File: src/rtl/count_sequencer.sv
// Shares one WIDTH-bit up-counter between two requesters.
// Round-robin grant, count 0..limit, then a tagged done pulse.
module count_sequencer #(
    parameter int WIDTH = 4
) (
    input  logic             clk,
    input  logic             rst,
    input  logic             req0_valid,
    input  logic [WIDTH-1:0] req0_limit,
    output logic             req0_ready,
    input  logic             req1_valid,
    input  logic [WIDTH-1:0] req1_limit,
    output logic             req1_ready,
    input  logic             abort,
    output logic [WIDTH-1:0] count,
    output logic             busy,
    output logic             owner,
    output logic             done,
    output logic             done_id
);

    typedef enum logic [1:0] {
        IDLE = 2'd0,
        RUN  = 2'd1,
        DONE = 2'd2
    } state_t;

    state_t           state;
    state_t           state_nx;
    logic [WIDTH-1:0] limit_r;
    logic             last_id;
    logic             grant0;
    logic             grant1;
    logic             accept0;
    logic             accept1;

    // On a tie the requester that did not own the last job wins.
    assign grant0 = req0_valid && (!req1_valid || last_id);
    assign grant1 = req1_valid && (!req0_valid || !last_id);

    always_comb begin
        req0_ready = 1'b0;
        req1_ready = 1'b0;
        done       = 1'b0;
        done_id    = 1'b0;
        state_nx   = state;
        unique case (state)
            IDLE: begin
                req0_ready = !abort && grant0;
                req1_ready = !abort && grant1;
                if (req0_ready || req1_ready) begin
                    state_nx = RUN;
                end
            end
            RUN: begin
                if (abort) begin
                    state_nx = IDLE;
                end else if (count == limit_r) begin
                    state_nx = DONE;
                end
            end
            DONE: begin
                done     = !abort;
                done_id  = !abort && owner;
                state_nx = IDLE;
            end
            default: state_nx = IDLE;
        endcase
    end

    assign accept0 = req0_valid && req0_ready;
    assign accept1 = req1_valid && req1_ready;
    assign busy    = (state != IDLE);

    always_ff @(posedge clk or posedge rst) begin
        if (rst) begin
            state   <= IDLE;
            count   <= '0;
            limit_r <= '0;
            owner   <= 1'b0;
            last_id <= 1'b1;
        end else begin
            state <= state_nx;
            if (state == IDLE) begin
                if (accept0) begin
                    limit_r <= req0_limit;
                    owner   <= 1'b0;
                    last_id <= 1'b0;
                    count   <= '0;
                end else if (accept1) begin
                    limit_r <= req1_limit;
                    owner   <= 1'b1;
                    last_id <= 1'b1;
                    count   <= '0;
                end
            end else if (abort) begin
                count <= '0;
            end else if (state == RUN && count != limit_r) begin
                count <= count + 1'b1;
            end
        end
    end

endmodule

File: config.mk
export PLATFORM = sky130hd
export DESIGN_NAME = count_sequencer
export DESIGN_NICKNAME = d
export VERILOG_FILES = /design/src/rtl/count_sequencer.sv
export SDC_FILE = /design/constraint.sdc
export NUM_CORES = 1
export LEC_CHECK = 0
export ABC_AREA = 1
export BUFFER_PORTS_ARGS = -buffer_cell sky130_fd_sc_hd__buf_4
export CORE_MARGIN = 3
export CORE_UTILIZATION = 49
export DETAILED_ROUTE_END_ITERATION = 10
export PLACE_DENSITY_LB_ADDON = 0.12
export SETUP_SLACK_MARGIN = 0.5
export SKIP_LAST_GASP = 1
export SLEW_MARGIN = 10
export SYNTH_ARGS = -nofsm -noshare
export SYNTH_HDL_FRONTEND = slang
export SYNTH_SLANG_ARGS = --single-unit
export TNS_END_PERCENT = 1
File: constraint.sdc
create_clock -name clk -period 1.6 [get_ports clk]
set_input_delay 0 -clock clk [delete_from_list [all_inputs] [get_ports clk]]
set_output_delay 0 -clock clk [all_outputs]
set_load 0.01 [all_outputs]
After elaboration in Yosys (flattened, before gate mapping)
Cells that the tools add are included.
{"block": "classes", "addsub": 1, "eq_ne": 7, "mux": 17, "n_reduce_logical": 22}
{"operator": "4-bit two-way mux", "n": 7}
{"operator": "1-bit logical AND", "n": 8}
{"operator": "1-bit two-way mux", "n": 6}
{"operator": "2-bit two-way mux", "n": 3}
{"operator": "3-bit != test (second input constant)", "n": 2}
{"operator": "2-bit AND reduction", "n": 3}
{"operator": "4-bit by 1-bit adder with 4-bit output (second input constant)", "n": 1}
{"operator": "4-bit == test", "n": 1}
{"operator": "1-bit zero test", "n": 4}
{"operator": "4-bit != test", "n": 1}
{"operator": "2-bit case mux with 2 select lines", "n": 1}
{"operator": "2-bit nonzero test", "n": 2}
{"operator": "1-bit logical OR", "n": 3}
{"operator": "3-bit nonzero test", "n": 1}
{"operator": "2-bit by 1-bit == test with 1-bit output (second input constant)", "n": 1}
{"operator": "2-bit == test (second input constant)", "n": 1}
{"operator": "2-bit zero test", "n": 1}
{"operator": "2-bit != test (second input constant)", "n": 1}
{"block": "totals", "regBits": 12, "input_bits": 13, "wordCells": 52}

Depth between registers and ports, before layout
Gate-level depths: netlist (run 1).
{"block": "depth", "ltp_word": 9, "depth_mapped": 10, "depth_no_buf": 10}

Least setup slack after synthesis (run 1)
Ideal clock, no wire load.
{"block": "synth_timing", "path_kind": "reg2reg", "startpoint": "reg last_id", "endpoint": "reg count[0]", "setup_ns": 0.117, "t_arrival_ns": 1.095, "slack_ns": 0.388, "stages_incl_launch_ff": 8, "n_path_buf": 0, "period_less_slack_ns": 1.212, "cell_sequence": "dfstp_2 nand2_1 o21ai_1 nand3_4 nand3_4 nand2_4 nand2_1 nand2_1"}
{"block": "synth_via", "elab_chain_len": 8, "word_cells_on_any_way": 15, "cone_classes": "1 x eq/ne; 4 x mux; 10 x reduce/logical"}
{"item": "from (decl)", "line_no": "31", "rtl": "logic last_id;"}
{"item": "from (signal assigned)", "line_no": "81", "rtl": "last_id <= 1'b1;"}
{"item": "from (signal assigned)", "line_no": "88", "rtl": "last_id <= 1'b0;"}
{"item": "from (signal assigned)", "line_no": "93", "rtl": "last_id <= 1'b1;"}
{"item": "1-bit zero test", "line_no": "39", "rtl": "assign grant1 = req1_valid && (!req0_valid || !last_id);"}
{"item": "1-bit logical OR", "line_no": "39"}
{"item": "1-bit logical AND", "line_no": "39"}
{"item": "1-bit logical AND", "line_no": "50", "rtl": "req1_ready = !abort && grant1;"}
{"item": "1-bit two-way mux", "line_no": "47", "rtl": "unique case (state)"}
{"item": "1-bit logical AND", "line_no": "72", "rtl": "assign accept1 = req1_valid && req1_ready;"}
{"item": "3-bit != test (no source line)"}
{"item": "2-bit AND reduction (no source line)"}
{"item": "to (signal assigned)", "line_no": "99", "rtl": "count <= count + 1'b1;"}
{"item": "to (decl)", "line_no": "15", "rtl": "output logic [WIDTH-1:0] count,"}
Parallel ways exist; a longest one is shown, timed or not.
A chain may end at the register's enable or synchronous reset.

Worst setup path in the final report (run 1)
{"block": "layout_timing", "startpoint": "reg last_id", "endpoint": "reg limit_r[3]"}
{"block": "layout_via", "elab_chain_len": 8, "word_cells_on_any_way": 14, "cone_classes": "3 x mux; 11 x reduce/logical"}
{"item": "1-bit zero test", "line_no": "39"}
{"item": "1-bit logical OR", "line_no": "39"}
{"item": "1-bit logical AND", "line_no": "39"}
{"item": "1-bit logical AND", "line_no": "50"}
{"item": "1-bit two-way mux", "line_no": "47"}
{"item": "1-bit logical AND", "line_no": "72"}
{"item": "2-bit nonzero test (no source line)"}
{"item": "2-bit AND reduction (no source line)"}
{"item": "to (signal assigned)", "line_no": "86", "rtl": "limit_r <= req0_limit;"}
{"item": "to (signal assigned)", "line_no": "91", "rtl": "limit_r <= req1_limit;"}
{"item": "to (decl)", "line_no": "30", "rtl": "logic [WIDTH-1:0] limit_r;"}
Parallel ways exist; a longest one is shown, timed or not.

==> results.sh, run 1 <==
export IMPL_syn_to_final_growth_pct=53.5
export IMPL_vias_per_cell=5.49
export IMPL_fill_cells=77
export IMPL_synth_nets=121
export IMPL_irDropWorstVdd_mv=1.03
export IMPL_slowest_delay_ns=0.56
export IMPL_postSynthCellCount=107
export IMPL_io_buffers=22
export IMPL_outcome="completed"
export IMPL_groute_usage_overall_pct=27.1
export IMPL_die_w_um=45.4
export IMPL_ys_ff_latch=12
export IMPL_placed_area_um2=947
export IMPL_antenna_found_initial=0
export IMPL_hp_class="primary input to flop"
export IMPL_yosysMostFrequentCell="nand2_1"
export IMPL_clockBufferDepth=2
export IMPL_rows=13
export IMPL_crit_arrival_ns=1.62
export IMPL_cap_violations=0
export IMPL_overflow=0
export IMPL_coreArea_um2=1380
export IMPL_root_buffer="clkbuf_4"
export IMPL_synthTopCellsByArea="dfrtp_1 36%, nand2_1 15%, inv_1 9.4%"
export IMPL_numCtsBuffers=3
export IMPL_hold_violations=0
export IMPL_finalCriticalPeriod_ns=1.43
export IMPL_worstSetupPathType="flop to flop"
export IMPL_seq_area_frac_synth_pct=39.7
export IMPL_synth_area_leader_cell="dfrtp_1"
export IMPL_die_h_um=45.4
export IMPL_cp_end_kind="flop"
export IMPL_slowest_stage="dfstp_2"
export IMPL_clock_skew_ns=0.00904
export IMPL_worst_path_buf_inv=1
export IMPL_vias=889
export IMPL_crit_chain="nand2_2, nand2_2, nor2_2, nand2_2, nand2_1, inv_1, nand2_1, o21ai_1"
export IMPL_max_clock_freq_ghz=0.699
export IMPL_clk_latency_ns=0.28
export IMPL_fp_dieArea_um2=2060
export IMPL_dr_pass1_iters=4
export IMPL_syn_avg_cell_area_um2=7.10
export IMPL_cp_max_fo=5
export IMPL_cts_num_sinks=12
export IMPL_p_leak_uw=0.000629
export IMPL_synth_ff_type="dfrtp_1"
export IMPL_synth_cell_area_um2=759
export IMPL_path_delay_family="flip-flops"
export IMPL_synth_top_cell_area_share_pct=36.2
export IMPL_wl_per_cell_um=15.9
export IMPL_antennaDiodeCount=0
export IMPL_critPathLaunchType="flop"
export IMPL_dp_hpwl_mm=1.32
export IMPL_io_pins=23
export IMPL_tightest_slew_ns=0.476
export IMPL_power_uw=1840
export IMPL_clk_pin_slew_ns=0.08
export IMPL_slew_violations=0
export IMPL_setup_tns_ns=0
export IMPL_grt_max_degree=13
export IMPL_crit_path_frequent_cell="nand2_2"
export IMPL_start_util_pct=54.9
export IMPL_grt_pass1_vias=890
export IMPL_drc=0
export IMPL_synth_edf_count=0
export IMPL_place_congestion=0.802
export IMPL_rsz0062_at_grt="yes"
export IMPL_drive_gt1_share_pct=38.8
export IMPL_routed_wl_mm=2.57
export IMPL_max_slew_margin_pct=68.2
export IMPL_synthArstFlopShare_pct=100
export IMPL_finalNetCount=162
export IMPL_setup_viol=0
export IMPL_period_share_pct=89.4
export IMPL_yosys_warnings=0
export IMPL_ys_top_cells_by_count="31 x nand2_1, 19 x inv_1, 11 x dfrtp_1"
export IMPL_htreeDepth=1
export IMPL_ant_nets=0
export IMPL_grt_pass1_wl_mm=3.84
export IMPL_drt_iter0_markers=34
export IMPL_ys_types=19
export IMPL_cts_tree="done"
export IMPL_p_per_area_nw_per_um2=1580
export IMPL_postLayoutCellArea_um2=1170
export IMPL_worstPathRequired_ns=1.79
## through the flow
stage | hold WS, ns | utilization, % | instances | setup slack [ns]
2_1_floorplan | -0.136 | - | 107 | 0.438
6_report | 0.00695 | 84.3 | 162 | 0.169
3_5_place_dp | 0.0506 | 68.5 | 144 | 0.335
5_1_grt | 0.00500 | 84.3 | 162 | 0.0879
4_1_cts | 0.0102 | 82.1 | 162 | 0.323
3_3_place_gp | 0.0417 | 68.5 | 144 | 0.375
## per-layer routing
metal / GRT usage [%] / share of wire [%]
met1: 27.2 / 36
met2: 48.6 / 53
met3: 3.16 / 6.3
met4: 23.4 / 4.7
met5: 0 / 0
## tightest hold or removal path, cell delays in order
cell,delay [ns]
buf_4,0.08
a21oi_1,0.06
o21ai_1,0.11
## cells by family after synthesis
group | Yosys count | share of synthesized area (%)
adders and majority gates | 1 | 1.65
and+or+nand+nor | 59 | 38.5
AOI/OAI and AO/OA | 13 | 8.57
DFF | 12 | 39.7
buffers and inverters | 21 | 10.4
xor gates and xnor gates | 1 | 1.15
## layout by cell type, fill, tap and decap left out, drive strengths merged
cell type	instances
nor2	13
dfstp	1
nand3	8
nand2	36
clkbuf	4
nor3	1
buf	28
ha	1
o21ai	8
dlygate4sd3	8
and2	1
dfrtp	11
inv	21
xnor2	1
a21oi	5
## flip-flops by register name, indices dropped and copies added (netlist names)
signal and flops:
last_id 1, state 2, limit_r 4, count 4
owner 1
## cell type report
type                    count  area, um2  share of cell area, %
flip-flops and latches     12        303                   26.0
repair buffers             36        305                   26.2
multi-input cells          74        419                   35.9
clock buffers               4       36.3                   3.11
well taps                  15       18.8                   1.61
inverters                  21       83.8                   7.19
## worst paths after layout
check | startpoint | end | slack, ns | cells past startpoint
max | last_id | limit_r[3] | 0.17 | 8
min | req1_limit[1] | limit_r[1] | 0.007 | 3
max reg2reg | last_id | limit_r[3] | 0.17 | 8
min reg2reg | count[3] | count[3] | 0.54 | 2
max in group asynchronous | rst | count[0] | 0.93 | 3
min in group asynchronous | rst | limit_r[1] | 0.32 | 3
## power by group
| group | total (uW) | switching, uW | internal [uW] |
|---|---|---|---|
| clock | 246 | 108 | 138 |
| sequential | 569 | 136 | 432 |
| combinational | 1030 | 605 | 424 |
| total | 1840 | 849 | 995 |
## what timing repair did
action	4_1_cts	5_1_grt
setup buffers	6	0
pin swaps	3	4
cloned	0	0
setup endpoints to repair	17	17
endpoints found under the hold margin	15	0
hold buffers	8	0
gates resized for setup	9	8
No activity file was read; power rests on OpenSTA's default activity.
==> inputs of run 2 (changes only) <==
- CELL_PAD_IN_SITES_DETAIL_PLACEMENT: default -> 1
- CELL_PAD_IN_SITES_GLOBAL_PLACEMENT: default -> 2
- CORE_UTILIZATION: 49 -> 26
==> run 2 against run 1 <==
  * Worst setup slack improved by 0.13 ns
  * Highest routed layer unchanged
  * Non-clock buffer count down 2
  * Maximum frequency is 10% higher
  * Wire length is 19% lower
  * Via count decreased by 9.4%
  * First-iteration DRC count fell by 44%
  * Register-to-register slack better by 0.14 ns
  * Sequential cell count unchanged
  * Combinational power fell by 12%
  * Count of clock-buffer cells in the layout stayed put
  * Critical path depth shrank 3
==> results.sh, run 2 (same netlist as run 1, synthesis figures left out) <==
export IMPL_hold_violations=0
export IMPL_root_buffer="clkbuf_4"
export IMPL_switchingPower_uw=744
export IMPL_grt_pass1_vias=870
export IMPL_syn_to_final_growth_pct=50.6
export IMPL_dp_hpwl_mm=1.59
export IMPL_worstSetupPathType="flop to output pin"
export IMPL_seqPwrFrac_pct=32.5
export IMPL_p_leak_uw=0.000615
export IMPL_rsz0062_at_grt="yes"
export IMPL_io_pins=23
export IMPL_vias=805
export IMPL_tightest_slew_ns=0.499
export IMPL_multi_input_area_um2=394
export IMPL_die_w_um=60.0
export IMPL_clockPowerShare_pct=14.6
export IMPL_slew_violations=0
export IMPL_grt_max_degree=13
export IMPL_cts_tree="done"
export IMPL_clock_skew_ns=0.00159
export IMPL_outcome="completed"
export IMPL_max_slew_margin_pct=66.7
export IMPL_reg_top3="count (4), limit_r (4), state (2)"
export IMPL_drt_iter0_markers=19
export IMPL_p_per_area_nw_per_um2=1500
export IMPL_vias_per_cell=4.60
export IMPL_crit_arrival_ns=1.30
export IMPL_start_util_pct=28.8
export IMPL_setup_tns_ns=0
export IMPL_groute_usage_overall_pct=13.6
export IMPL_switching_share_pct=43.2
export IMPL_setup_viol=0
export IMPL_p_comb_share_pct=53.0
export IMPL_htreeDepth=1
export IMPL_numCtsBuffers=3
export IMPL_power_uw=1720
export IMPL_clockBufferDepth=2
export IMPL_drc=0
export IMPL_dp_cells=159
export IMPL_cp_max_fo=7
export IMPL_ff_latch_area_um2=304
export IMPL_wl_per_cell_um=11.9
export IMPL_overflow=0
export IMPL_routed_wl_mm=2.08
export IMPL_cp_end_kind="output pin"
export IMPL_max_clock_freq_ghz=0.769
export IMPL_ant_nets=0
export IMPL_antenna_found_initial=0
export IMPL_cap_violations=0
export IMPL_finalCriticalPeriod_ns=1.30
export IMPL_final_common_cell="nand2_1"
export IMPL_period_share_pct=81.2
export IMPL_p_int_uw=977
export IMPL_final_cell_mix="30 x nand2_1, 23 x buf_4, 18 x inv_1"
export IMPL_clk_pin_slew_ns=0.08
export IMPL_layoutNonFillerInstCount=175
export IMPL_worstPathRequired_ns=1.60
export IMPL_cts_num_sinks=12
export IMPL_rows=18
export IMPL_clk_latency_ns=0.28
export IMPL_die_h_um=60.0
export IMPL_place_congestion=0.683
export IMPL_dr_pass1_iters=4
export IMPL_drive_gt1_share_pct=35.9
export IMPL_grt_pass1_wl_mm=3.73
export IMPL_io_buffers=22
export IMPL_hp_class="primary input to flop"
export IMPL_coreArea_um2=2640
export IMPL_irDropWorstVdd_mv=0.814
export IMPL_fill_cells=328
export IMPL_finalNetCount=160
export IMPL_antennaDiodeCount=0
export IMPL_critPathLaunchType="flop"
export IMPL_fp_dieArea_um2=3610
## run 2: cell types whose count changed in the layout (fill, tap and decap cells not counted), sizes merged
cell and delta:
buf -1, dlygate4sd3 -1
## run 2: critical path, stage by stage, from the launching register on
cell and delay (ns):
dfstp_2 0.54, nand2_2 0.06, o21ai_2 0.07, nand3_4 0.16, inv_4 0.09, buf_6 0.10
## run 2: what timing repair did
item	in CTS	in global routing
cloned	0	0
gates resized for setup	6	6
hold endpoints to repair	15	0
setup endpoints to repair	17	17
hold buffers	7	0
setup buffers	5	0
pin swaps	3	3
## run 2: final timing paths
path / start / endpoint / slack [ns] / cells past startpoint
worst max-delay path: last_id / req0_ready / 0.30 / 5
worst min-delay path: req1_limit[1] / limit_r[1] / 0.006 / 3
min in group asynchronous: rst / count[3] / 0.30 / 3
worst min register to register: limit_r[1] / limit_r[1] / 0.53 / 2
worst max register to register: last_id / limit_r[3] / 0.31 / 7
max in group asynchronous: rst / count[1] / 0.94 / 3
## run 2: through the flow
| step | instance area, um2 | hold slack, ns | util (%) | worst slack, ns |
|---|---|---|---|---|
| CTS | 1130 | 0.00295 | 42.9 | 0.301 |
| global placement | 966 | 0.0657 | 36.7 | 0.356 |
| floorplan | 763 | -0.136 | - | 0.438 |
| detailed placement | 966 | 0.0680 | 36.7 | 0.328 |
| finish | 1140 | 0.00616 | 43.4 | 0.300 |
| global route | 1140 | 0.0365 | 43.4 | 0.233 |
## run 2: final cells by class
| cell class | count | share of cell area [%] |
|---|---|---|
| Tap cell | 30 | 3.28 |
| Multi-Input combinational cell | 74 | 34.5 |
| Clock buffer | 4 | 3.17 |
| Sequential cell | 12 | 26.6 |
| Timing Repair Buffer | 34 | 25.2 |
| Inverter | 21 | 7.33 |
## run 2: power by group through the flow
stage / registers (uW) / logic (uW) / clock network (uW)
after floorplan: 538 / 553 / 0
after global placement: 552 / 783 / 0
after detailed placement: 561 / 804 / 0
after CTS: 561 / 907 / 262
after global routing: 587 / 1030 / 273
final: 559 / 911 / 250
## run 2: layer usage
metal / share of wire, % / GRT usage, % / vias to the layer above / routed length, um
met5: 0 / 0 / - / 0
met4: 0.72 / 3.16 / 0 / 15
met3: 5.4 / 4.10 / 2 / 112
met2: 50 / 24.4 / 20 / 1040
met1: 44 / 15.7 / 382 / 917
li1: - / - / 401 / -
==> inputs of run 3 (changes only) <==
- ABC_AREA: 1 -> 0
- CORE_UTILIZATION: 26 -> 27
- clock period: 1.6 -> 1.2 ns (I/O delays scaled with it)
==> run 3 against run 2 <==
  * Largest cell class is now non-clock buffers
  * Clock power is 36% higher
  * Sequential power is 30% higher
  * Utilization is 13 points higher
  * The flow now finishes with violations (negative setup slack)
  * Clock skew is 0.0058 ns higher
  * Largest power group unchanged
  * Combinational power is 30% higher
==> results.sh, run 3 <==
export IMPL_cp_max_fo=2
export IMPL_drt_iter0_markers=8
export IMPL_synthTopCellsByArea="dfrtp_1 43%, xor2_1 5.5%, nand2_1 5.3%"
export IMPL_max_slew_margin_pct=68.7
export IMPL_crit_arrival_ns=1.79
export IMPL_yosysMostFrequentCell="dfrtp_1"
export IMPL_yosys_warnings=0
export IMPL_numCtsBuffers=3
export IMPL_slowest_stage="dfrtp_1"
export IMPL_grt_pass1_wl_mm=3.33
export IMPL_overflow=0
export IMPL_worstSetupPathType="flop to flop"
export IMPL_cp_end_kind="flop"
export IMPL_die_h_um=54.7
export IMPL_setup_tns_ns=-4.56
export IMPL_setup_viol=17
export IMPL_power_uw=2250
export IMPL_min_from="abort"
export IMPL_hold_violations=0
export IMPL_place_congestion=0.786
export IMPL_antenna_found_initial=0
export IMPL_rr_endpoint="count[1]"
export IMPL_finalNetCount=140
export IMPL_die_w_um=54.7
export IMPL_dp_cells=137
export IMPL_cap_violations=0
export IMPL_tightest_slew_ns=0.469
export IMPL_rows=16
export IMPL_ant_nets=0
export IMPL_htreeDepth=1
export IMPL_clockBufferDepth=2
export IMPL_synth_top_cell_area_share_pct=43.1
export IMPL_synth_area_leader_cell="dfrtp_1"
export IMPL_ys_top_cells_by_count="11 x dfrtp_1, 9 x nand2_1, 7 x nor2_1"
export IMPL_slew_violations=0
export IMPL_slowest_delay_ns=0.42
export IMPL_finalCriticalPeriod_ns=1.62
export IMPL_cts_num_sinks=12
export IMPL_grt_max_degree=13
export IMPL_clk_latency_ns=0.29
export IMPL_period_share_pct=135
export IMPL_reg_top3="count (4), limit_r (4), state (2)"
export IMPL_routed_wl_mm=2.14
export IMPL_io_buffers=22
export IMPL_switchingPower_uw=848
export IMPL_worstPathRequired_ns=1.38
export IMPL_p_int_uw=1400
export IMPL_seqPwrFrac_pct=32.3
export IMPL_whs_endpoint="state[1]"
export IMPL_rsz0062_at_grt="yes"
export IMPL_root_buffer="clkbuf_4"
export IMPL_irDropWorstVdd_mv=0.855
export IMPL_postSynthCellCount=70
export IMPL_clk_pin_slew_ns=0.09
export IMPL_clock_skew_ns=0.00735
export IMPL_outcome="finished with violations"
export IMPL_max_clock_freq_ghz=0.618
export IMPL_start_util_pct=30.4
export IMPL_io_pins=23
export IMPL_p_comb_share_pct=52.6
export IMPL_dr_pass1_iters=4
export IMPL_worst_slack_ns=-0.417
export IMPL_critPathLaunchType="flop"
export IMPL_synthArstFlopShare_pct=100
export IMPL_p_leak_uw=0.000592
export IMPL_r2r_start="count[1]"
export IMPL_vias=746
export IMPL_grt_pass1_vias=718
export IMPL_synth_ff_type="dfrtp_1"
export IMPL_synth_edf_count=0
export IMPL_fp_dieArea_um2=2990
export IMPL_hp_class="primary input to flop"
export IMPL_p_per_area_nw_per_um2=1910
export IMPL_cts_tree="done"
export IMPL_syn_avg_cell_area_um2=9.13
export IMPL_synth_cell_area_um2=639
export IMPL_drive_gt1_share_pct=46.4
export IMPL_rrSetupSlack_ns=-0.42
export IMPL_ys_types=29
export IMPL_synth_nets=84
export IMPL_seq_area_frac_synth_pct=47.2
export IMPL_hold_depth=3
export IMPL_crit_chain="xor2_2, nor4_1, a222oi_1, mux2_1"
export IMPL_ys_ff_latch=12
export IMPL_dp_hpwl_mm=1.48
export IMPL_switching_share_pct=37.7
export IMPL_vias_per_cell=4.91
export IMPL_coreArea_um2=2100
export IMPL_antennaDiodeCount=0
export IMPL_reg2regPathDepth=4
export IMPL_final_cell_mix="43 x buf_4, 10 x dfrtp_1, 9 x nand2_1, 9 x dlygate4sd3_1, 7 x nor2_1"
export IMPL_groute_usage_overall_pct=16.5
export IMPL_clockPowerShare_pct=15.2
export IMPL_syn_to_final_growth_pct=84.3
export IMPL_layoutNonFillerInstCount=152
export IMPL_final_common_cell="buf_4"
export IMPL_drc=0
export IMPL_violations="negative setup slack"
export IMPL_wl_per_cell_um=14.1
[run 3: stage by stage]
| step | util, % | instance area [um2] | worst slack (ns) | hold slack [ns] |
|---|---|---|---|---|
| 4_1_cts | 54.8 | 1150 | -0.402 | 0.0454 |
| 3_3_place_gp | 46.5 | 978 | -0.411 | 0.0428 |
| 5_1_grt | 56.1 | 1180 | -0.453 | 0.0662 |
| 3_5_place_dp | 46.5 | 978 | -0.454 | 0.0454 |
| 2_1_floorplan | - | 641 | -0.407 | -0.136 |
| 6_report | 56.1 | 1180 | -0.417 | 0.0617 |
[run 3: cell families after synthesis]
kind of cell             count (synthesis)  share of synthesized area [%]
AO/OA/AOI/OAI                           10                           11.2
AND/OR/NAND/NOR                         33                           26.2
flip-flops                              12                           47.2
multiplexers                             2                           3.33
adder cells (fa/ha/maj)                  1                           1.96
XOR/XNOR                                 4                           5.48
buffers and inverters                    8                           4.70
[run 3: worst max path at each step]
stage / from / depth (start not counted) / endpoint
floorplan: count[1] / 4 / count[1]
global placement: limit_r[3] / 5 / count[2]
detailed placement: limit_r[3] / 5 / count[2]
CTS: count[1] / 4 / count[1]
global route: count[1] / 4 / count[1]
finish: count[1] / 4 / count[1]
[run 3: repair_timing]
action | 4_1_cts | 5_1_grt
setup endpoints to repair | 22 | 23
resized for setup | 7 | 1
pin swaps | 2 | 1
hold endpoints to repair | 15 | 0
hold buffers | 9 | 0
buffers inserted | 0 | 2
[run 3: power by group through the flow]
stage | Clock, uW | Sequential, uW | Combinational (uW)
2_1_floorplan | 0 | 717 | 431
3_5_place_dp | 0 | 695 | 1010
4_1_cts | 341 | 726 | 1120
5_1_grt | 372 | 750 | 1290
6_report | 341 | 726 | 1180
3_3_place_gp | 0 | 692 | 989
[run 3: worst max-delay path: cells and delay by family (launching register included)]
| kind | cells | cell delay (ns) |
|---|---|---|
| AO/OA/AOI/OAI | 1 | 0.38 |
| XOR/XNOR | 1 | 0.26 |
| flip-flops | 1 | 0.42 |
| multiplexers | 1 | 0.36 |
| AND/OR/NAND/NOR | 1 | 0.09 |
[run 3: routing by layer]
| layer | share of wire (%) | track usage [%] | up-vias | wire length (um) |
|---|---|---|---|---|
| li1 | - | - | 350 | - |
| met1 | 42 | 19.4 | 372 | 901 |
| met2 | 51 | 27.8 | 19 | 1100 |
| met3 | 5.1 | 4.36 | 5 | 108 |
| met4 | 1.5 | 7.47 | 0 | 32 |
| met5 | 0 | 0 | - | 0 |
[run 3: layout make-up]
type,instances,area [um2]
fill,250,923
multi-input combinational,50,367
clock buffer,4,36.3
inverter,7,26.3
tap,27,33.8
sequential,12,303
timing repair buffer,52,413
